`config.mk`:
```
export PLATFORM = sky130hd
export DESIGN_NAME = arith_op_sequencer_flat
export DESIGN_NICKNAME = d
export VERILOG_FILES = /design/src/rtl/arith_op_sequencer_pkg.sv /design/src/rtl/arith_op_sequencer_if.sv /design/src/rtl/arith_seq_edge_detect.sv /design/src/rtl/arith_op_sequencer.sv /design/src/flat_wrapper.sv
export SDC_FILE = /design/constraint.sdc
export NUM_CORES = 1
export LEC_CHECK = 0
export CAP_MARGIN = 30
export CORE_ASPECT_RATIO = 0.75
export CORE_UTILIZATION = 30
export DETAILED_ROUTE_END_ITERATION = 7
export GPL_ROUTABILITY_DRIVEN = 0
export PLACE_DENSITY = 0.46
export SLEW_MARGIN = 20
export SYNTH_ARGS = -nofsm -noshare
export SYNTH_HDL_FRONTEND = slang
export SYNTH_HIERARCHICAL = 1
export SYNTH_SLANG_ARGS = --single-unit
```
`constraint.sdc`:
```
create_clock -name i_clk -period 5.3 [get_ports i_clk]
set_input_delay 1.06 -clock i_clk [delete_from_list [all_inputs] [get_ports i_clk]]
set_output_delay 1.06 -clock i_clk [all_outputs]
set_load 0.005 [all_outputs]
```
`src/rtl/arith_op_sequencer_pkg.sv`:
```
// arith_op_sequencer_pkg
//   Shared definitions for the arithmetic opcode sequencer and the
//   arithmetic unit wrapper that consumes its opcodes.
//   Contents: opcode width, opcode type, sequencer state enum.
package arith_op_sequencer_pkg;

   localparam int unsigned OPCODE_W = 2;

   typedef logic [OPCODE_W-1:0] opcode_t;

   typedef enum logic {
      ST_IDLE = 1'b0,
      ST_RUN  = 1'b1
   } seq_state_e;

endpackage

```
`src/rtl/arith_op_sequencer_if.sv`:
```
// arith_op_sequencer_if
//   Control/status bundle between a controller and arith_op_sequencer.
//   Controller -> sequencer:
//     i_enable     run permission
//     i_trigger    start request (rising-edge sensitive)
//     i_program    opcode table, slot k = bits [2k+1:2k]
//     i_last_slot  index of final slot
//     i_dwell      cycles per slot minus one
//     i_loop       1 = wrap after last slot, 0 = single pass
//   Sequencer -> controller / arithmetic unit:
//     o_opcode, o_slot, o_busy, o_slot_start, o_result_valid, o_done
interface arith_op_sequencer_if #(
   parameter int unsigned SLOTS_LOG2 = 3,
   parameter int unsigned DWELL_W    = 16
);
   import arith_op_sequencer_pkg::*;

   localparam int unsigned PROG_W = OPCODE_W * (2 ** SLOTS_LOG2);

   logic                  i_enable;
   logic                  i_trigger;
   logic [PROG_W-1:0]     i_program;
   logic [SLOTS_LOG2-1:0] i_last_slot;
   logic [DWELL_W-1:0]    i_dwell;
   logic                  i_loop;

   opcode_t               o_opcode;
   logic [SLOTS_LOG2-1:0] o_slot;
   logic                  o_busy;
   logic                  o_slot_start;
   logic                  o_result_valid;
   logic                  o_done;

   modport slave (
      input  i_enable, i_trigger, i_program, i_last_slot, i_dwell, i_loop,
      output o_opcode, o_slot, o_busy, o_slot_start, o_result_valid, o_done
   );

   modport master (
      output i_enable, i_trigger, i_program, i_last_slot, i_dwell, i_loop,
      input  o_opcode, o_slot, o_busy, o_slot_start, o_result_valid, o_done
   );

endinterface

```
`src/rtl/arith_seq_edge_detect.sv`:
```
// arith_seq_edge_detect
//   Rising-edge detector. The delayed copy resets to 1 so a signal held
//   high across reset release is not seen as a new edge.
//   Ports:
//     i_clk   clock
//     i_rst   synchronous active-high reset
//     i_sig   monitored signal
//     o_rise  combinational i_sig & ~delayed(i_sig)
module arith_seq_edge_detect (
   input  logic i_clk,
   input  logic i_rst,
   input  logic i_sig,
   output logic o_rise
);

   logic r_sig_q;

   always_ff @(posedge i_clk) begin
      if (i_rst) begin
         r_sig_q <= 1'b1;
      end else begin
         r_sig_q <= i_sig;
      end
   end

   assign o_rise = i_sig & ~r_sig_q;

endmodule

```
`src/rtl/arith_op_sequencer.sv`:
```
// arith_op_sequencer
//   Steps an arithmetic unit through a latched table of 2-bit opcodes,
//   holding each slot for (dwell+1) cycles, single-pass or looping.
//   Ports:
//     i_clk  clock, rising edge
//     i_rst  synchronous active-high reset
//     bus    arith_op_sequencer_if.slave (controls in, status out)
//   o_busy is decoded straight from the state register; every other
//   output is registered.
module arith_op_sequencer
   import arith_op_sequencer_pkg::*;
#(
   parameter int unsigned SLOTS_LOG2 = 3,
   parameter int unsigned DWELL_W    = 16,
   parameter int unsigned ALU_LAT    = 1
) (
   input  logic                  i_clk,
   input  logic                  i_rst,
   arith_op_sequencer_if.slave   bus
);

   localparam int unsigned PROG_W = OPCODE_W * (2 ** SLOTS_LOG2);
   localparam logic [2:0]  LAT    = 3'(ALU_LAT);

   seq_state_e            r_state;
   logic [PROG_W-1:0]     r_prog;
   logic [SLOTS_LOG2-1:0] r_last;
   logic [DWELL_W-1:0]    r_dwell;
   logic                  r_loop;
   logic [DWELL_W-1:0]    r_cnt;
   logic [2:0]            r_lat;
   opcode_t               r_opcode;
   logic [SLOTS_LOG2-1:0] r_slot;
   logic                  r_slot_start;
   logic                  r_rv;
   logic                  r_done;

   logic                  w_rise;
   logic                  w_slot_end;
   logic                  w_seq_end;
   logic [SLOTS_LOG2-1:0] w_next_slot;
   logic [2:0]            w_lat_inc;

   arith_seq_edge_detect u_edge (
      .i_clk  (i_clk),
      .i_rst  (i_rst),
      .i_sig  (bus.i_trigger),
      .o_rise (w_rise)
   );

   assign w_slot_end  = (r_cnt == r_dwell);
   assign w_seq_end   = w_slot_end && (r_slot == r_last);
   assign w_next_slot = w_seq_end ? '0 : r_slot + SLOTS_LOG2'(1);
   // Latency counter saturates at LAT, so a slot shorter than LAT never
   // shows valid and nothing carries into the next slot.
   assign w_lat_inc   = (r_lat == LAT) ? r_lat : r_lat + 3'd1;

   always_ff @(posedge i_clk) begin
      if (i_rst) begin
         r_state      <= ST_IDLE;
         r_prog       <= '0;
         r_last       <= '0;
         r_dwell      <= '0;
         r_loop       <= 1'b0;
         r_cnt        <= '0;
         r_lat        <= '0;
         r_opcode     <= '0;
         r_slot       <= '0;
         r_slot_start <= 1'b0;
         r_rv         <= 1'b0;
         r_done       <= 1'b0;
      end else begin
         r_done <= 1'b0;
         case (r_state)
            ST_IDLE: begin
               if (w_rise && bus.i_enable) begin
                  r_state      <= ST_RUN;
                  r_prog       <= bus.i_program;
                  r_last       <= bus.i_last_slot;
                  r_dwell      <= bus.i_dwell;
                  r_loop       <= bus.i_loop;
                  r_cnt        <= '0;
                  r_lat        <= '0;
                  r_slot       <= '0;
                  r_opcode     <= bus.i_program[OPCODE_W-1:0];
                  r_slot_start <= 1'b1;
                  r_rv         <= (LAT == 3'd0);
               end
            end
            ST_RUN: begin
               if (!bus.i_enable || (w_seq_end && !r_loop)) begin
                  // Abort and normal completion share the return path;
                  // only completion raises Done.
                  r_state      <= ST_IDLE;
                  r_cnt        <= '0;
                  r_lat        <= '0;
                  r_slot       <= '0;
                  r_opcode     <= '0;
                  r_slot_start <= 1'b0;
                  r_rv         <= 1'b0;
                  r_done       <= bus.i_enable;
               end else if (w_slot_end) begin
                  r_cnt        <= '0;
                  r_lat        <= '0;
                  r_slot       <= w_next_slot;
                  r_opcode     <= r_prog[OPCODE_W*w_next_slot +: OPCODE_W];
                  r_slot_start <= 1'b1;
                  r_rv         <= (LAT == 3'd0);
               end else begin
                  r_cnt        <= r_cnt + DWELL_W'(1);
                  r_lat        <= w_lat_inc;
                  r_slot_start <= 1'b0;
                  r_rv         <= (w_lat_inc == LAT);
               end
            end
            default: r_state <= ST_IDLE;
         endcase
      end
   end

   assign bus.o_busy         = (r_state == ST_RUN);
   assign bus.o_opcode       = r_opcode;
   assign bus.o_slot         = r_slot;
   assign bus.o_slot_start   = r_slot_start;
   assign bus.o_result_valid = r_rv;
   assign bus.o_done         = r_done;

endmodule

```
`src/flat_wrapper.sv`:
```
// flat-port wrapper written by rule: the top's interface ports become plain ports
module arith_op_sequencer_flat import arith_op_sequencer_pkg::*;
#(
   parameter int unsigned SLOTS_LOG2 = 3,
   parameter int unsigned DWELL_W    = 16,
   parameter int unsigned ALU_LAT    = 1
)
  (i_clk, i_rst, bus_i_enable, bus_i_trigger, bus_i_program, bus_i_last_slot, bus_i_dwell, bus_i_loop, bus_o_opcode, bus_o_slot, bus_o_busy, bus_o_slot_start, bus_o_result_valid, bus_o_done);
  arith_op_sequencer_if #(.SLOTS_LOG2(SLOTS_LOG2), .DWELL_W(DWELL_W)) bus_i ();
  input  logic i_clk;
  input  logic i_rst;
  input wire logic [$bits(bus_i.i_enable)-1:0] bus_i_enable;
  input wire logic [$bits(bus_i.i_trigger)-1:0] bus_i_trigger;
  input wire logic [$bits(bus_i.i_program)-1:0] bus_i_program;
  input wire logic [$bits(bus_i.i_last_slot)-1:0] bus_i_last_slot;
  input wire logic [$bits(bus_i.i_dwell)-1:0] bus_i_dwell;
  input wire logic [$bits(bus_i.i_loop)-1:0] bus_i_loop;
  output wire logic [$bits(bus_i.o_opcode)-1:0] bus_o_opcode;
  output wire logic [$bits(bus_i.o_slot)-1:0] bus_o_slot;
  output wire logic [$bits(bus_i.o_busy)-1:0] bus_o_busy;
  output wire logic [$bits(bus_i.o_slot_start)-1:0] bus_o_slot_start;
  output wire logic [$bits(bus_i.o_result_valid)-1:0] bus_o_result_valid;
  output wire logic [$bits(bus_i.o_done)-1:0] bus_o_done;
  assign bus_i.i_enable = bus_i_enable;
  assign bus_i.i_trigger = bus_i_trigger;
  assign bus_i.i_program = bus_i_program;
  assign bus_i.i_last_slot = bus_i_last_slot;
  assign bus_i.i_dwell = bus_i_dwell;
  assign bus_i.i_loop = bus_i_loop;
  assign bus_o_opcode = bus_i.o_opcode;
  assign bus_o_slot = bus_i.o_slot;
  assign bus_o_busy = bus_i.o_busy;
  assign bus_o_slot_start = bus_i.o_slot_start;
  assign bus_o_result_valid = bus_i.o_result_valid;
  assign bus_o_done = bus_i.o_done;
  arith_op_sequencer #(.SLOTS_LOG2(SLOTS_LOG2), .DWELL_W(DWELL_W), .ALU_LAT(ALU_LAT)) u_core (.i_clk(i_clk), .i_rst(i_rst), .bus(bus_i));
endmodule
```
==> impl_metrics.py, run 1 <==
metrics = {
    "status": {
        "status": "completed",
    },
    "clock_tree": {
        "clock-root-buffer": "clkbuf_16",
        "worstSkewPairLatency_ns": 0.32,
        "cts.clk_slew.worst_paths_ns": 0.05,
        "cts_tree": "built",
        "cts_sinks": 65,
        "h-tree-depth": 3,
        "clock_path_buffers": 2,
        "tritoncts.num_buffers": 9,
        "post_cts_resized": 0,
        "postCtsSetupBuffers": 0,
        "hold_buffers": 0,
    },
    "placed_design": {
        "portBuffers": 48,
        "post-dp-hpwl_mm": 4.95,
    },
    "worst_setup_path": {
        "rrSetupSlack_ns": 2.85,
        "cp_cell_sequence": "clkdlybuf4s50_1 -> nor2b_1 -> a21oi_1 -> nor2_1 -> and3_1 -> xnor2_1 -> nor2_1",
        "cp_max_fo": 9,
        "endpoint_kind": "register",
        "critical_path_arrival_ns": 2.87,
        "r2r-start": "u_core/r_cnt[0]$_SDFFE_PP0P_",
        "crit_type": "input port to register",
        "crit_start": "bus_i_trigger",
        "cp_slowest_cell": "a21oi_1",
        "start_kind": "input port",
        "crit_path_end": "u_core/r_cnt[7]$_SDFFE_PP0P_",
        "required_ns": 5.48,
        "crit_top_cell": "nor2_1",
        "r2r_end": "u_core/r_cnt[5]$_SDFFE_PP0P_",
        "cpPeakStageDelay_ns": 0.55,
        "r2r_cells": 6,
    },
    "logic_synthesis": {
        "avgSynthCellArea_um2": 8.09,
        "synthSimpleGateAreaFrac_pct": 24.8,
        "ys_ff_latch": 65,
        "synthAdderAreaFrac_pct": 1.70,
        "syn_area_mm2": 0.00294,
        "synth_top_family_by_area": "simple AND/OR/NAND/NOR gates",
        "synth-main-ff-cell": "dfxtp_1",
        "synth.mux.area_fraction_pct": 2.21,
        "yosysSeqAreaShare_pct": 44.3,
        "synth_compound_area_share_pct": 13.4,
        "yosys_warnings": 6,
        "synthArstFlopShare_pct": 0,
        "synth_edf_count": 0,
        "ys_types": 40,
        "synth-xor-area-share_pct": 10.4,
        "syn_nets": 407,
        "syn_inst": 363,
    },
    "global_route": {
        "grt_pass1_vias": 2247,
        "antenna_found_initial": 0,
        "grt_max_degree": 52,
        "gr-total-overflow": 0,
        "track_usage_pct": 15.0,
        "grt_pass1_wl_mm": 11.7,
    },
    "pwr": {
        "p_leak_uw": 0.00140,
        "ir_drop_mv": 0.130,
        "finalPower_uw": 1210,
        "power_density_mw_per_mm2": 315,
    },
    "routing": {
        "vias_per_cell": 4.65,
        "top_layer_used": "met4",
        "drt_iter0_markers": 140,
        "wl_met2_mm": 2.79,
        "wl_met1_mm": 4.06,
        "drc_errors": 0,
        "drtPass1Iterations": 4,
        "routed_wl_mm": 7.22,
        "wl_met3_um": 307,
        "routed-via-count": 2501,
        "postRouteAntennaNets": 0,
        "routedWlPerCell_um": 13.4,
    },
    "floorplanning": {
        "dieArea_mm2": 0.0102,
        "boundaryPins": 49,
        "rows": 30,
        "fp.dieH_um": 87.7,
        "core_mm2": 0.00927,
        "die_w_um": 116,
        "initial_core_util_pct": 31.7,
    },
    "final_layout": {
        "multiInputGateArea_mm2": 0.00155,
        "nets": 450,
        "drive_gt1_share_pct": 6.59,
        "final_core_util_pct": 41.4,
        "num_antenna_cells": 0,
        "syn_to_final_growth_pct": 30.7,
        "fillCellCount": 966,
        "regArea_mm2": 0.00130,
    },
    "timing": {
        "fin_crit_sh_pct": 50.7,
        "slew_viol_final": 0,
        "skew_ns": 0.00691,
        "worst_pin_slew_ns": 0.797,
        "tns_ns": 0,
        "fmax_mhz": 372,
        "rsz0062_at_grt": "no",
        "min_period_ns": 2.69,
        "finalSetupViolCount": 0,
        "whs_ns": 0.451,
        "hold_viol": 0,
        "maxSlewHeadroom_pct": 46.9,
    },
    "flow_run": {
        "cap_violations": 0,
    },
    "min_path": {
        "hold_class": "register to register",
    },
}
-- placed cells by master (no fill, tap or decap), types with 4 or more instances in the layout --
cell type / count
nand2_1: 87
o21ai_0: 8
xnor2_1: 11
nand4_1: 4
xor2_1: 24
nor2_1: 29
nor4_1: 7
inv_1: 4
nand2b_1: 4
ha_1: 4
dfxtp_1: 65
clkbuf_8: 4
nand3_1: 8
clkdlybuf4s50_1: 47
nor3_1: 5
clkbuf_16: 9
a21oi_1: 46
-- synthesized netlist by cell type, drive strengths merged, types with 3 or more instances --
library cell | count | area [um^2]
nand2 | 87 | 327
dfxtp | 65 | 1300
a21oi | 46 | 230
nor2 | 30 | 113
xor2 | 24 | 210
clkbuf | 16 | 60.1
xnor2 | 11 | 96.3
o21ai | 9 | 56.3
nand3 | 8 | 40.0
nor4 | 7 | 43.8
nor3 | 5 | 25.0
ha | 4 | 50.1
inv | 4 | 15.0
nand2b | 4 | 25.0
nand4 | 4 | 25.0
nor2b | 4 | 32.5
and3 | 3 | 20.0
nor3b | 3 | 22.5
o211ai | 3 | 22.5
or2 | 3 | 18.8
-- per-layer routing --
layer,global-route usage [%],vias to the layer above
li1,-,1317
met1,22.9,1132
met2,20.3,48
met3,3.88,4
met4,4.20,0
met5,0,-
-- worst min-delay path by stage --
stage	slack, ns	cells after the start	startpoint	to
after floorplan	0.43	2	u_core/r_prog[8]$_SDFFE_PP0P_	u_core/r_prog[8]$_SDFFE_PP0P_
after global placement	0.44	2	u_core/r_prog[8]$_SDFFE_PP0P_	u_core/r_prog[8]$_SDFFE_PP0P_
after detailed placement	0.45	2	u_core/r_prog[8]$_SDFFE_PP0P_	u_core/r_prog[8]$_SDFFE_PP0P_
after CTS	0.45	2	u_core/r_prog[8]$_SDFFE_PP0P_	u_core/r_prog[8]$_SDFFE_PP0P_
after global routing	0.47	2	u_core/r_prog[13]$_SDFFE_PP0P_	u_core/r_prog[13]$_SDFFE_PP0P_
final	0.45	2	u_core/r_prog[3]$_SDFFE_PP0P_	u_core/r_prog[3]$_SDFFE_PP0P_
-- cells by family (layout without fill, tap and decap cells) --
family	count (synthesis)	in the layout
and+or+nand+nor	163	163
AOI/OAI and AO/OA	69	69
DFF	65	65
xor gates and xnor gates	35	35
buffers and inverters	22	69
muxes	5	5
adders and majority gates	4	4
-- sequential cells by signal (all words and copies together) (netlist names), 2 cells and up --
register / flops
u_core/r_lat: 3
u_core/r_dwell: 16
u_core/bus.o_opcode: 2
u_core/r_prog: 16
u_core/bus.o_slot: 3
u_core/r_cnt: 16
u_core/r_last: 3
-- power breakdown --
| part | internal, uW | total [uW] | switching (uW) |
|---|---|---|---|
| clock network | 412 | 614 | 202 |
| logic | 44.7 | 90.8 | 46.0 |
| registers | 497 | 504 | 6.30 |
| total | 954 | 1210 | 254 |
-- worst max-delay path, delay by kind of cell --
kind	cells	cell delay [ns]
xor gates and xnor gates	1	0.13
and+or+nand+nor	4	0.73
buffers and inverters	1	0.40
AOI/OAI and AO/OA	1	0.55
-- stage by stage --
step | setup WS [ns] | instances | instance area, um^2
after floorplan | 3.02 | 363 | 2940
final | 2.61 | 538 | 3840
after CTS | 2.60 | 537 | 3820
after global placement | 2.29 | 522 | 3500
after detailed placement | 2.26 | 522 | 3500
after global routing | 2.45 | 538 | 3840
-- cell type report --
| type | instances | area share (%) |
|---|---|---|
| Tap cell | 128 | 4.17 |
| Clock inverter | 2 | 0.912 |
| Multi-Input combinational cell | 276 | 40.2 |
| Clock buffer | 13 | 7.30 |
| Sequential cell | 65 | 33.9 |
| Inverter | 4 | 0.391 |
| Timing Repair Buffer | 50 | 13.1 |
(Power assumes the default switching activity.)
==> run 2: changes to the inputs <==
==> constraint.sdc (replaced) <==
create_clock -name i_clk -period 2.7 [get_ports i_clk]
set_input_delay 0.54 -clock i_clk [delete_from_list [all_inputs] [get_ports i_clk]]
set_output_delay 0.54 -clock i_clk [all_outputs]
set_load 0.005 [all_outputs]
==> run 2 against run 1 <==
Net effect: global-route usage is 1.3 points higher; largest power group unchanged; wire length is 3.6% higher; power is 81% higher; worst setup slack worse by 2.2 ns; via count is 0.32% higher; largest cell class unchanged.
==> impl_metrics.py, run 2 (same netlist as run 1, synthesis figures left out) <==
metrics = {
    "clock_tree": {
        "tritoncts.num_buffers": 9,
        "clock_path_buffers": 2,
        "cts_tree": "built",
        "hold_buffers": 0,
        "cts_sinks": 65,
        "worstSkewPairLatency_ns": 0.33,
        "h-tree-depth": 3,
        "post_cts_resized": 0,
        "cts.clk_slew.worst_paths_ns": 0.05,
        "postCtsSetupBuffers": 0,
        "clock-root-buffer": "clkbuf_16",
    },
    "worst_setup_path": {
        "critPathBufInv": 0,
        "start_kind": "register",
        "required_ns": 2.89,
        "cp_cell_sequence": "xor2_1 -> nor4_1 -> and4_1 -> o21ai_4 -> nand2b_1 -> nor2_1",
        "cpPeakStageDelay_ns": 0.49,
        "critical_path_arrival_ns": 2.44,
        "critical_path.top_delay_family": "simple AND/OR/NAND/NOR gates",
        "crit_type": "register to register",
        "cp_slowest_cell": "nor4_1",
        "cp_max_fo": 15,
        "endpoint_kind": "register",
    },
    "routing": {
        "vias_per_cell": 4.65,
        "routed-via-count": 2509,
        "wl_met1_mm": 4.31,
        "drt_iter0_markers": 80,
        "wl_met2_mm": 2.75,
        "postRouteAntennaNets": 0,
        "wl_met3_um": 335,
        "top_layer_used": "met4",
        "drc_errors": 0,
        "drtPass1Iterations": 6,
        "routedWlPerCell_um": 13.9,
        "routed_wl_mm": 7.48,
    },
    "final_layout": {
        "design_area_mm2": 0.00381,
        "drive_gt1_share_pct": 6.55,
        "syn_to_final_growth_pct": 29.6,
        "nets": 454,
        "final_cell_mix": "nand2_1 (87), dfxtp_1 (65), clkdlybuf4s50_1 (47)",
        "num_antenna_cells": 0,
        "top_regs": "u_core/r_cnt x16, u_core/r_dwell x16, u_core/r_prog x16",
        "final_common_cell": "nand2_1",
    },
    "global_route": {
        "track_usage_pct": 16.3,
        "grt_max_degree": 51,
        "grt_pass1_vias": 2421,
        "antenna_found_initial": 0,
        "gr-total-overflow": 0,
        "grt_pass1_wl_mm": 12.3,
    },
    "timing": {
        "skew_ns": 0.00683,
        "finalSetupViolCount": 0,
        "slew_viol_final": 0,
        "tns_ns": 0,
        "worst_pin_slew_ns": 0.608,
        "min_period_ns": 2.26,
        "maxSlewHeadroom_pct": 59.4,
        "rsz0062_at_grt": "no",
        "fmax_mhz": 443,
        "hold_viol": 0,
        "fin_crit_sh_pct": 83.6,
    },
    "floorplanning": {
        "core_mm2": 0.00927,
        "rows": 30,
        "initial_core_util_pct": 31.7,
        "boundaryPins": 49,
        "fp.dieH_um": 87.7,
        "die_w_um": 116,
        "dieArea_mm2": 0.0102,
    },
    "placed_design": {
        "post-dp-hpwl_mm": 5.23,
        "postPlaceCellArea_mm2": 0.00355,
        "portBuffers": 48,
    },
    "pwr": {
        "p_leak_uw": 0.00139,
        "ir_drop_mv": 0.293,
        "power_density_mw_per_mm2": 576,
    },
    "min_path": {
        "hold_class": "register to register",
    },
    "flow_run": {
        "cap_violations": 0,
    },
    "status": {
        "status": "completed",
    },
}
[run 2: changes by cell type in the layout (fill, tap and decap cells not counted), sizes merged]
| cell | change |
|---|---|
| bufinv | -1 |
| buf | +4 |
| clkbuf | -1 |
[run 2: through the flow]
step,hold slack (ns),total power [uW],utilization (%),std cells,worst slack (ns)
final,0.447,2190,41.1,540,0.442
after global routing,0.481,2290,41.1,540,0.292
after CTS,0.452,2240,41.1,540,0.460
after detailed placement,0.445,1200,38.3,527,0.353
after global placement,0.442,1200,38.3,527,0.326
after floorplan,0.432,1100,-,363,0.944
[run 2: final cells by class]
| class | instances | area [um^2] |
|---|---|---|
| fill | 987 | 5470 |
| multi-input combinational | 276 | 1550 |
| sequential | 65 | 1300 |
| timing repair buffer | 54 | 533 |
| clock buffer | 12 | 246 |
| tap | 128 | 160 |
| inverter | 4 | 15.0 |
| clock inverter | 1 | 5.00 |
[run 2: per-layer routing]
layer / vias to the layer above / global-route usage (%)
li1: 1315 / -
met1: 1128 / 24.4
met2: 59 / 21.2
met3: 7 / 5.47
met4: 0 / 5.94
met5: - / 0
[run 2: path summary, 6_finish.rpt]
| path | from | endpoint | slack, ns | cells after the start |
|---|---|---|---|---|
| setup reg to reg | u_core/r_cnt[9]$_SDFFE_PP0P_ | u_core/r_cnt[7]$_SDFFE_PP0P_ | 0.44 | 6 |
| setup / recovery | u_core/r_cnt[9]$_SDFFE_PP0P_ | u_core/r_cnt[7]$_SDFFE_PP0P_ | 0.44 | 6 |
| hold reg to reg | u_core/r_prog[9]$_SDFFE_PP0P_ | u_core/r_prog[9]$_SDFFE_PP0P_ | 0.45 | 2 |
| hold / removal | u_core/r_prog[9]$_SDFFE_PP0P_ | u_core/r_prog[9]$_SDFFE_PP0P_ | 0.45 | 2 |
[run 2: tightest hold or removal path, cell delays in order (launching register included)]
cell and delay (ns):
dfxtp_1 0.30, nand2_1 0.05, a21oi_1 0.05
[run 2: report_power, final]
group | switching, uW | internal, uW | leakage [uW] | total (uW)
sequential | 12.7 | 977 | 0.000525 | 990
clock | 383 | 628 | 0.000124 | 1010
combinational | 96.2 | 93.0 | 0.000737 | 189
total | 492 | 1700 | 0.00139 | 2190
==> run 3: changes to the inputs <==
--- a/config.mk
+++ b/config.mk
@@ -10,7 +10,7 @@
 export CORE_UTILIZATION = 30
 export DETAILED_ROUTE_END_ITERATION = 7
 export GPL_ROUTABILITY_DRIVEN = 0
-export PLACE_DENSITY = 0.46
+export PLACE_DENSITY = 0.48
 export SLEW_MARGIN = 20
 export SYNTH_ARGS = -nofsm -noshare
 export SYNTH_HDL_FRONTEND = slang
==> constraint.sdc (replaced) <==
create_clock -name i_clk -period 2 [get_ports i_clk]
set_input_delay 0.4 -clock i_clk [delete_from_list [all_inputs] [get_ports i_clk]]
set_output_delay 0.4 -clock i_clk [all_outputs]
set_load 0.005 [all_outputs]
==> run 3 against run 2 <==
Net effect: cell count is 5.7% higher; via count is 3.0% higher; cell area is 10% higher; clock skew is 0.0024 ns lower; hold slack worse by 0.059 ns; critical endpoint is now u_core/r_cnt[15]$_SDFFE_PP0P_; wire length is 1.0% lower; flip-flop and latch count stayed put; clock power is 87% higher; register-to-register slack worse by 0.32 ns; critical path type unchanged; sequential share of layout area is 3.2 points lower; maximum frequency is 20% higher; largest cell class unchanged; first-iteration DRC count is 31% higher.
==> impl_metrics.py, run 3 (same netlist as run 1, synthesis figures left out) <==
metrics = {
    "worst_setup_path": {
        "critPathBufInv": 3,
        "cp_cell_sequence": "xor2_1 -> nor4_2 -> buf_4 -> and4_1 -> buf_4 -> o21ai_4 -> nand2b_1 -> buf_12 -> nor2_1",
        "crit_top_cell": "buf_4",
        "r2r-start": "u_core/r_cnt[5]$_SDFFE_PP0P_",
        "rrSetupSlack_ns": 0.12,
        "required_ns": 2.25,
        "cpPeakStageDelay_ns": 0.37,
        "cp_slowest_cell": "dfxtp_1",
        "crit_start": "u_core/r_cnt[5]$_SDFFE_PP0P_",
        "cp_max_fo": 15,
        "endpoint_kind": "register",
        "start_kind": "register",
        "critical_path.top_delay_family": "simple AND/OR/NAND/NOR gates",
        "critical_path_arrival_ns": 2.13,
        "crit_type": "register to register",
    },
    "timing": {
        "finalSetupViolCount": 0,
        "tns_ns": 0,
        "worst_pin_slew_ns": 0.408,
        "whs_ns": 0.388,
        "min_period_ns": 1.88,
        "fmax_mhz": 532,
        "fin_crit_sh_pct": 94.0,
        "skew_ns": 0.00440,
        "maxSlewHeadroom_pct": 72.3,
        "rsz0062_at_grt": "no",
        "hold_viol": 0,
        "slew_viol_final": 0,
    },
    "global_route": {
        "gr-total-overflow": 0,
        "grt_pass1_vias": 2478,
        "grt_max_degree": 30,
        "grt_pass1_wl_mm": 12.3,
        "track_usage_pct": 16.1,
        "antenna_found_initial": 0,
    },
    "clock_tree": {
        "clock_path_buffers": 2,
        "hold_buffers": 0,
        "cts.clk_slew.worst_paths_ns": 0.05,
        "cts_tree": "built",
        "tritoncts.num_buffers": 9,
        "worstSkewPairLatency_ns": 0.33,
        "cts_sinks": 65,
        "h-tree-depth": 3,
        "postCtsSetupBuffers": 0,
        "clock-root-buffer": "clkbuf_16",
    },
    "floorplanning": {
        "core_mm2": 0.00927,
        "dieArea_mm2": 0.0102,
        "boundaryPins": 49,
        "die_w_um": 116,
        "initial_core_util_pct": 31.7,
        "rows": 30,
        "fp.dieH_um": 87.7,
    },
    "placed_design": {
        "portBuffers": 48,
        "post-dp-hpwl_mm": 5.45,
    },
    "routing": {
        "routed-via-count": 2584,
        "drc_errors": 0,
        "routedWlPerCell_um": 13.0,
        "routed_wl_mm": 7.40,
        "drtPass1Iterations": 4,
        "postRouteAntennaNets": 0,
        "drt_iter0_markers": 105,
        "vias_per_cell": 4.53,
    },
    "min_path": {
        "min-delay-start": "i_rst",
        "hold_class": "input port to register",
    },
    "pwr": {
        "sw_frac_of_total_pct": 20.6,
        "p_int_uw": 2800,
        "ir_drop_mv": 0.350,
        "power_switching_uw": 725,
        "p_leak_uw": 0.00160,
        "clkPwrFrac_pct": 53.7,
        "seqPwrFrac_pct": 37.8,
        "power_density_mw_per_mm2": 839,
        "combPwrFrac_pct": 8.5,
    },
    "final_layout": {
        "nets": 482,
        "num_antenna_cells": 0,
        "final_cell_mix": "nand2_1 (87), dfxtp_1 (65), clkdlybuf4s50_1 (47)",
        "top_regs": "u_core/r_cnt x16, u_core/r_dwell x16, u_core/r_prog x16",
        "drive_gt1_share_pct": 15.3,
        "syn_to_final_growth_pct": 43.1,
        "final_common_cell": "nand2_1",
    },
    "status": {
        "status": "completed",
    },
    "flow_run": {
        "cap_violations": 0,
    },
}
run 3: cell types whose count changed in the layout (fill, tap and decap cells not counted), sizes merged:
| cell | change |
|---|---|
| buf | +28 |
| bufinv | +3 |
| clkinv | -1 |
| clkinvlp | +1 |
run 3: worst paths after layout:
| path | endpoint | cells past startpoint |
|---|---|---|
| setup / recovery | u_core/r_cnt[15]$_SDFFE_PP0P_ | 9 |
| hold / removal | u_core/r_cnt[1]$_SDFFE_PP0P_ | 2 |
| setup reg to reg | u_core/r_cnt[15]$_SDFFE_PP0P_ | 9 |
| hold reg to reg | u_core/r_prog[8]$_SDFFE_PP0P_ | 2 |
run 3: area by class of cell:
cell class | count | area (um^2)
fill | 920 | 5070
multi-input combinational | 276 | 1600
sequential | 65 | 1300
timing repair buffer | 82 | 768
clock buffer | 12 | 267
tap | 128 | 160
clock inverter | 4 | 97.6
inverter | 4 | 15.0
run 3: repair_timing:
action,in CTS,in global routing
setup endpoints to repair,0,23
resized for setup,0,11
hold endpoints to repair,0,0
run 3: worst reg2reg max path, delay by kind of cell, from the launching register on:
| kind | cells | cell delay (ns) |
|---|---|---|
| simple gates | 4 | 0.52 |
| buf+inv | 3 | 0.48 |
| flops | 1 | 0.37 |
| compound gates | 1 | 0.24 |
| xor+xnor | 1 | 0.21 |
run 3: routing by layer:
metal / share of wire (%) / vias up / track usage [%]
met1: 55 / 1145 / 22.9
li1: - / 1374 / -
met4: 0.84 / 0 / 5.94
met3: 5.0 / 4 / 4.84
met2: 39 / 61 / 22.8
met5: 0 / - / 0
run 3: stage by stage:
step | std cells | setup slack, ns | util, % | area, um^2 | power, uW
detailed placement | 555 | -0.0860 | 40.9 | 3790 | 1650
global route | 571 | 0.0000411 | 45.3 | 4200 | 3660
CTS | 571 | 0.00783 | 44.8 | 4150 | 3560
finish | 571 | 0.119 | 45.3 | 4200 | 3530
global placement | 555 | -0.0459 | 40.9 | 3790 | 1650
floorplan | 363 | 0.260 | - | 2940 | 1490
run 3: power groups by stage:
stage	clock network, uW	logic, uW	registers [uW]
finish	1890	301	1330
global placement	0	294	1360
floorplan	0	130	1360
CTS	1930	296	1330
detailed placement	0	294	1360
global route	2000	328	1340
==> RTL edit 1, RTL diff (config.mk and constraints of run 2) <==
`DWELL_W` is set to 16 in 3 places; all go to 24.
--- a/src/rtl/arith_op_sequencer_if.sv
+++ b/src/rtl/arith_op_sequencer_if.sv
@@ -11,7 +11,7 @@
 //     o_opcode, o_slot, o_busy, o_slot_start, o_result_valid, o_done
 interface arith_op_sequencer_if #(
    parameter int unsigned SLOTS_LOG2 = 3,
-   parameter int unsigned DWELL_W    = 16
+   parameter int unsigned DWELL_W    = 24
 );
    import arith_op_sequencer_pkg::*;
 
--- a/src/rtl/arith_op_sequencer.sv
+++ b/src/rtl/arith_op_sequencer.sv
@@ -11,7 +11,7 @@
    import arith_op_sequencer_pkg::*;
 #(
    parameter int unsigned SLOTS_LOG2 = 3,
-   parameter int unsigned DWELL_W    = 16,
+   parameter int unsigned DWELL_W    = 24,
    parameter int unsigned ALU_LAT    = 1
 ) (
    input  logic                  i_clk,
--- a/src/flat_wrapper.sv
+++ b/src/flat_wrapper.sv
@@ -2,7 +2,7 @@
 module arith_op_sequencer_flat import arith_op_sequencer_pkg::*;
 #(
    parameter int unsigned SLOTS_LOG2 = 3,
-   parameter int unsigned DWELL_W    = 16,
+   parameter int unsigned DWELL_W    = 24,
    parameter int unsigned ALU_LAT    = 1
 )
   (i_clk, i_rst, bus_i_enable, bus_i_trigger, bus_i_program, bus_i_last_slot, bus_i_dwell, bus_i_loop, bus_o_opcode, bus_o_slot, bus_o_busy, bus_o_slot_start, bus_o_result_valid, bus_o_done);
Interface: changed (resized bus_i_dwell); port bits go from 49 to 57. The function was not compared with the original's and may differ.
==> RTL edit 1 against run 2 <==
  * Wire length rose by 26%
  * First-iteration DRC count rose by 110%
  * Global-route usage fell by 0.96 points
  * Area after synthesis rose by 28%
  * Design area rose by 25%
  * Critical path depth rose by 3
  * Sequential cell count rose by 16
  * Hold slack improved by 0.010 ns
  * Worst setup slack improved by 0.0099 ns
  * Power rose by 21%
  * Register-to-register slack improved by 0.04 ns
==> RTL edit 1: results <==
{
  "finalSetupTns_ns": 0,
  "clk_latency_ns": 0.33,
  "grt_antenna_before_repair": 0,
  "grt_pass1_wl_mm": 15.03,
  "critPathTopFamily": "simple AND/OR/NAND/NOR gates",
  "critPathArrivalTime_ns": 2.46,
  "critPathMaxStageDelay_ns": 0.48,
  "vdd_drop_max_mv": 0.3140,
  "status": "complete, no violations",
  "final_cell_count_no_fill": 675,
  "synth.distinct_cells": 46,
  "use_met1_pct": 23.66,
  "ys_seq_area_share_pct": 43.29,
  "portBuffers": 56,
  "cts_max_path_buffers": 2,
  "vias": 3179,
  "ys.flop_type": "dfxtp_1",
  "yosys_warnings": 6,
  "top_regs": "u_core/r_cnt: 24 flops, u_core/r_dwell: 24 flops, u_core/r_prog: 16 flops",
  "synth.top_cells.by_count": "107 x nand2_1, 81 x dfxtp_1, 53 x a21oi_1",
  "clkSlewWorstSetupHoldPaths_ns": 0.06,
  "postCtsResizedCells": 0,
  "placed_area_um2": 4468,
  "layout.nets": 560,
  "clock_skew_ns": 0.006020,
  "seq_area_um2": 1622,
  "drtIter0Drc": 167,
  "post_cts_buffers": 0,
  "crit_slowest_cell": "clkdlybuf4s50_1",
  "use_met3_pct": 3.963,
  "grt_use_met2_pct": 20.72,
  "synth_area_leaders": "dfxtp_1 43%, nand2_1 11%, xor2_1 7.2%",
  "cts-root-buf": "clkbuf_16",
  "hold_class": "flip-flop to flip-flop",
  "leakagePower_nw": 1.697,
  "place_inst": 659,
  "dpl.hpwl_mm": 6.969,
  "htree_levels": 3,
  "fill_cells": 1217,
  "grt_pass1_vias": 2853,
  "synth_fp_nets": 502,
  "worst_pin_slew_ns": 0.5030,
  "cp_max_fo": 11,
  "wl_per_cell_um": 13.98,
  "ys_async_sr_fraction_pct": 0,
  "synth_area_per_cell_um2": 8.325,
  "drive_gt1_share_pct": 7.797,
  "grt_usage_pct": 15.37,
  "cts_buffers": 9,
  "grt_max_degree": 46,
  "final_common_cell": "nand2_1",
  "n_antenna_cell": 0,
  "drtPass1Iterations": 4
}
-- RTL edit 1: cell types whose count changed after synthesis, moves of 7 or more --
cell     before  now
nand2_1      87  107
dfxtp_1      65   81
nor2_1       30   43
nand4_1       4   12
xor2_1       24   31
a21oi_1      46   53
xnor2_1      11   20
-- RTL edit 1: worst register-to-register path: stages (launching register included) --
cell and delay [ns]:
dfxtp_1 0.35, xor2_1 0.17, nor4_1 0.32, buf_4 0.19, and4_1 0.44, a21o_4 0.23, a21o_4 0.29, nor2_1 0.10
-- RTL edit 1: through the flow --
step           setup WS [ns]  hold slack [ns]  total power, mW
2_1_floorplan         0.7152           0.4329            1.378
3_3_place_gp          0.1926           0.4440            1.484
3_5_place_dp          0.1099           0.4512            1.485
4_1_cts               0.4426           0.4594            2.703
5_1_grt               0.2823           0.4749            2.775
6_report              0.4518           0.4569            2.658
-- RTL edit 1: report_power, final --
group          switching [mW]  total, mW  internal, mW
Sequential             0.0143       1.23          1.21
Clock                   0.461       1.20         0.740
Combinational           0.116      0.229         0.113
-- RTL edit 1: kinds of logic after synthesis --
| logic type | after synthesis | synth area share, % |
|---|---|---|
| AOI/OAI and AO/OA | 84 | 13.49 |
| xor gates and xnor gates | 51 | 11.92 |
| adders and majority gates | 4 | 1.336 |
| buffers and inverters | 26 | 4.409 |
| DFF | 81 | 43.29 |
| muxes | 4 | 1.870 |
| and+or+nand+nor | 200 | 23.68 |
-- RTL edit 1: cell type report --
type                    count  area share, %
multi-input cells         343          41.34
flip-flops and latches     81          34.08
repair buffers             68          13.83
clock buffers              13          5.259
well taps                 162          4.260
clock inverters             3         0.8414
inverters                   5         0.3944
-- RTL edit 1: routing by layer --
layer | wire length (um) | vias up
li1 | - | 1646
met1 | 5117 | 1458
met2 | 3788 | 71
met3 | 473 | 4
met4 | 57 | 0
met5 | 0 | -
-- RTL edit 1: path summary, 6_finish.rpt --
| check | startpoint | to | slack [ns] | depth (start not counted) |
|---|---|---|---|---|
| worst max-delay path | bus_i_trigger | u_core/r_cnt[16] | 0.45 | 9 |
| worst min-delay path | u_core/r_prog[5] | u_core/r_prog[5] | 0.46 | 2 |
| worst max register to register | u_core/r_cnt[9] | u_core/r_cnt[16] | 0.48 | 7 |
| worst min register to register | u_core/r_prog[5] | u_core/r_prog[5] | 0.46 | 2 |
==> RTL edit 2, RTL diff (flow settings as in run 2) <==
Without the edit above. Reset style: asynchronous (`i_rst`), changed in 2 clocked blocks. Comments in the files are not updated.
--- a/src/rtl/arith_seq_edge_detect.sv
+++ b/src/rtl/arith_seq_edge_detect.sv
@@ -15,7 +15,7 @@
 
    logic r_sig_q;
 
-   always_ff @(posedge i_clk) begin
+   always_ff @(posedge i_clk or posedge i_rst) begin
       if (i_rst) begin
          r_sig_q <= 1'b1;
       end else begin
--- a/src/rtl/arith_op_sequencer.sv
+++ b/src/rtl/arith_op_sequencer.sv
@@ -55,7 +55,7 @@
    // shows valid and nothing carries into the next slot.
    assign w_lat_inc   = (r_lat == LAT) ? r_lat : r_lat + 3'd1;
 
-   always_ff @(posedge i_clk) begin
+   always_ff @(posedge i_clk or posedge i_rst) begin
       if (i_rst) begin
          r_state      <= ST_IDLE;
          r_prog       <= '0;
Behaviour: differs if i_rst is asserted again (counterexample within 4 cycles, from zero or initial values and one cycle with i_rst high); with i_rst held inactive, the same outputs for 10 cycles.
==> RTL edit 2 against run 2 <==
  * Highest routed layer unchanged
  * Worst setup slack gained 0.13 ns
  * Area after synthesis grew 6.1%
  * Design area grew 7.0%
  * Wire length shrank 1.2%
  * Sequential cell count is the same
  * Critical path type unchanged
  * Maximum frequency grew 6.3%
  * Non-clock buffer count grew 4
Power is not compared: it rests on default switching activity, and its combinational part moved more than twofold at a synthesized area within 25%.
==> RTL edit 2: results <==
{
  "vias_per_cell": 4.546,
  "fill_cells": 1036,
  "layout.nets": 435,
  "setup_viol": 0,
  "synth.top_cells.by_count": "115 x nand2_1, 64 x dfrtp_1, 21 x o21ai_0, 21 x xnor2_1, 15 x nor2_1",
  "top_regs": "u_core/r_cnt: 16 flops, u_core/r_dwell: 16 flops, u_core/r_prog: 16 flops",
  "synth_area_leaders": "dfrtp_1 51%, nand2_1 14%, xnor2_1 5.9%",
  "critPathArrivalTime_ns": 2.32,
  "grt_pass1_vias": 2497,
  "drtIter0Drc": 133,
  "n_antenna_cell": 0,
  "grt_max_degree": 65,
  "clk_latency_ns": 0.33,
  "final_cell_count_no_fill": 527,
  "wl_per_cell_um": 14.03,
  "drive_gt1_share_pct": 8.861,
  "cts-root-buf": "clkbuf_16",
  "cts_max_path_buffers": 2,
  "clock_skew_ns": 0.006617,
  "drtPass1Iterations": 4,
  "pre_cts_slack_ns": 0.4221,
  "vdd_drop_max_mv": 0.3588,
  "cts_buffers": 9,
  "yosys_warnings": 6,
  "clkSlewWorstSetupHoldPaths_ns": 0.05,
  "synth.distinct_cells": 42,
  "grt_antenna_before_repair": 0,
  "cp_max_fo": 12,
  "hold_class": "flip-flop to flip-flop",
  "place_inst": 512,
  "placed_area_um2": 3792,
  "status": "complete, no violations",
  "postCtsResizedCells": 0,
  "dpl.hpwl_mm": 5.216,
  "leakagePower_nw": 1.863,
  "portBuffers": 48,
  "grt_pass1_wl_mm": 12.82,
  "htree_levels": 3,
  "ys_seq_area_share_pct": 52.21,
  "synth_area_per_cell_um2": 9.307,
  "grt_usage_pct": 15.64,
  "post_cts_buffers": 0,
  "worst_pin_slew_ns": 0.4900,
  "synth_fp_nets": 379,
  "ys_async_sr_fraction_pct": 100.0
}
-- RTL edit 2: changes by cell type after synthesis, moves of 3 or more --
cell	delta
dfrtp_1	+64
nor2_1	-15
xnor2_1	+10
o21ai_0	+13
a21oi_1	-45
nor4_1	-7
dfxtp_1	-65
a21o_1	+4
xor2_1	-16
nand4_1	+3
nor2b_1	-3
inv_1	+5
clkbuf_1	-7
nand2_1	+28
-- RTL edit 2: final cells by class --
type	instances	area (um2)	share of cell area (%)
flip-flops and latches	65	1628	39.96
clock buffers	12	266.5	6.542
multi-input cells	247	1394	34.21
repair buffers	58	568.0	13.94
well taps	132	165.2	4.054
inverters	10	37.54	0.9214
clock inverters	3	15.01	0.3686
-- RTL edit 2: critical path, stage by stage (launching register included) --
cell and delay (ns):
dfrtp_1 0.40, xnor2_1 0.21, nand4_1 0.16, nor4_2 0.30, buf_4 0.24, nor2_1 0.08, buf_4 0.17, nor2_2 0.31
nor2_1 0.10
-- RTL edit 2: kinds of logic (layout without fill, tap and decap cells) --
family / Yosys count / in the layout / synth area share [%]
buffers and inverters: 23 / 83 / 3.089
adders and majority gates: 4 / 4 / 1.605
DFF: 65 / 65 / 52.21
and+or+nand+nor: 165 / 165 / 22.95
muxes: 5 / 5 / 2.408
xor gates and xnor gates: 29 / 29 / 8.146
AOI/OAI and AO/OA: 44 / 44 / 9.591
-- RTL edit 2: layer usage --
layer / vias to the layer above / wire (um) / global-route usage [%]
met3: 4 / 290 / 4.861
met1: 1115 / 4108 / 23.62
li1: 1230 / - / -
met2: 47 / 2946 / 20.52
met5: - / 0 / 0
met4: 0 / 46 / 5.625
-- RTL edit 2: path summary, 6_finish.rpt --
path / endpoint / startpoint / cells past startpoint / slack, ns
worst max-delay path: u_core/r_cnt[8] / u_core/r_cnt[15] / 8 / 0.58
worst min-delay path: u_core/r_prog[13] / u_core/r_prog[13] / 2 / 0.47
worst max register to register: u_core/r_cnt[8] / u_core/r_cnt[15] / 8 / 0.58
worst min register to register: u_core/r_prog[13] / u_core/r_prog[13] / 2 / 0.47
max in group asynchronous: u_core/r_lat[2] / i_rst / 3 / 1.78
min in group asynchronous: u_core/u_edge/r_sig_q / i_rst / 2 / 0.56
-- RTL edit 2: power by group --
group,leakage (nW),switching [mW],internal [mW],total (mW)
sequential,0.842,0.0986,1.11,1.21
clock,0.144,0.396,0.685,1.08
combinational,0.877,0.214,0.237,0.452
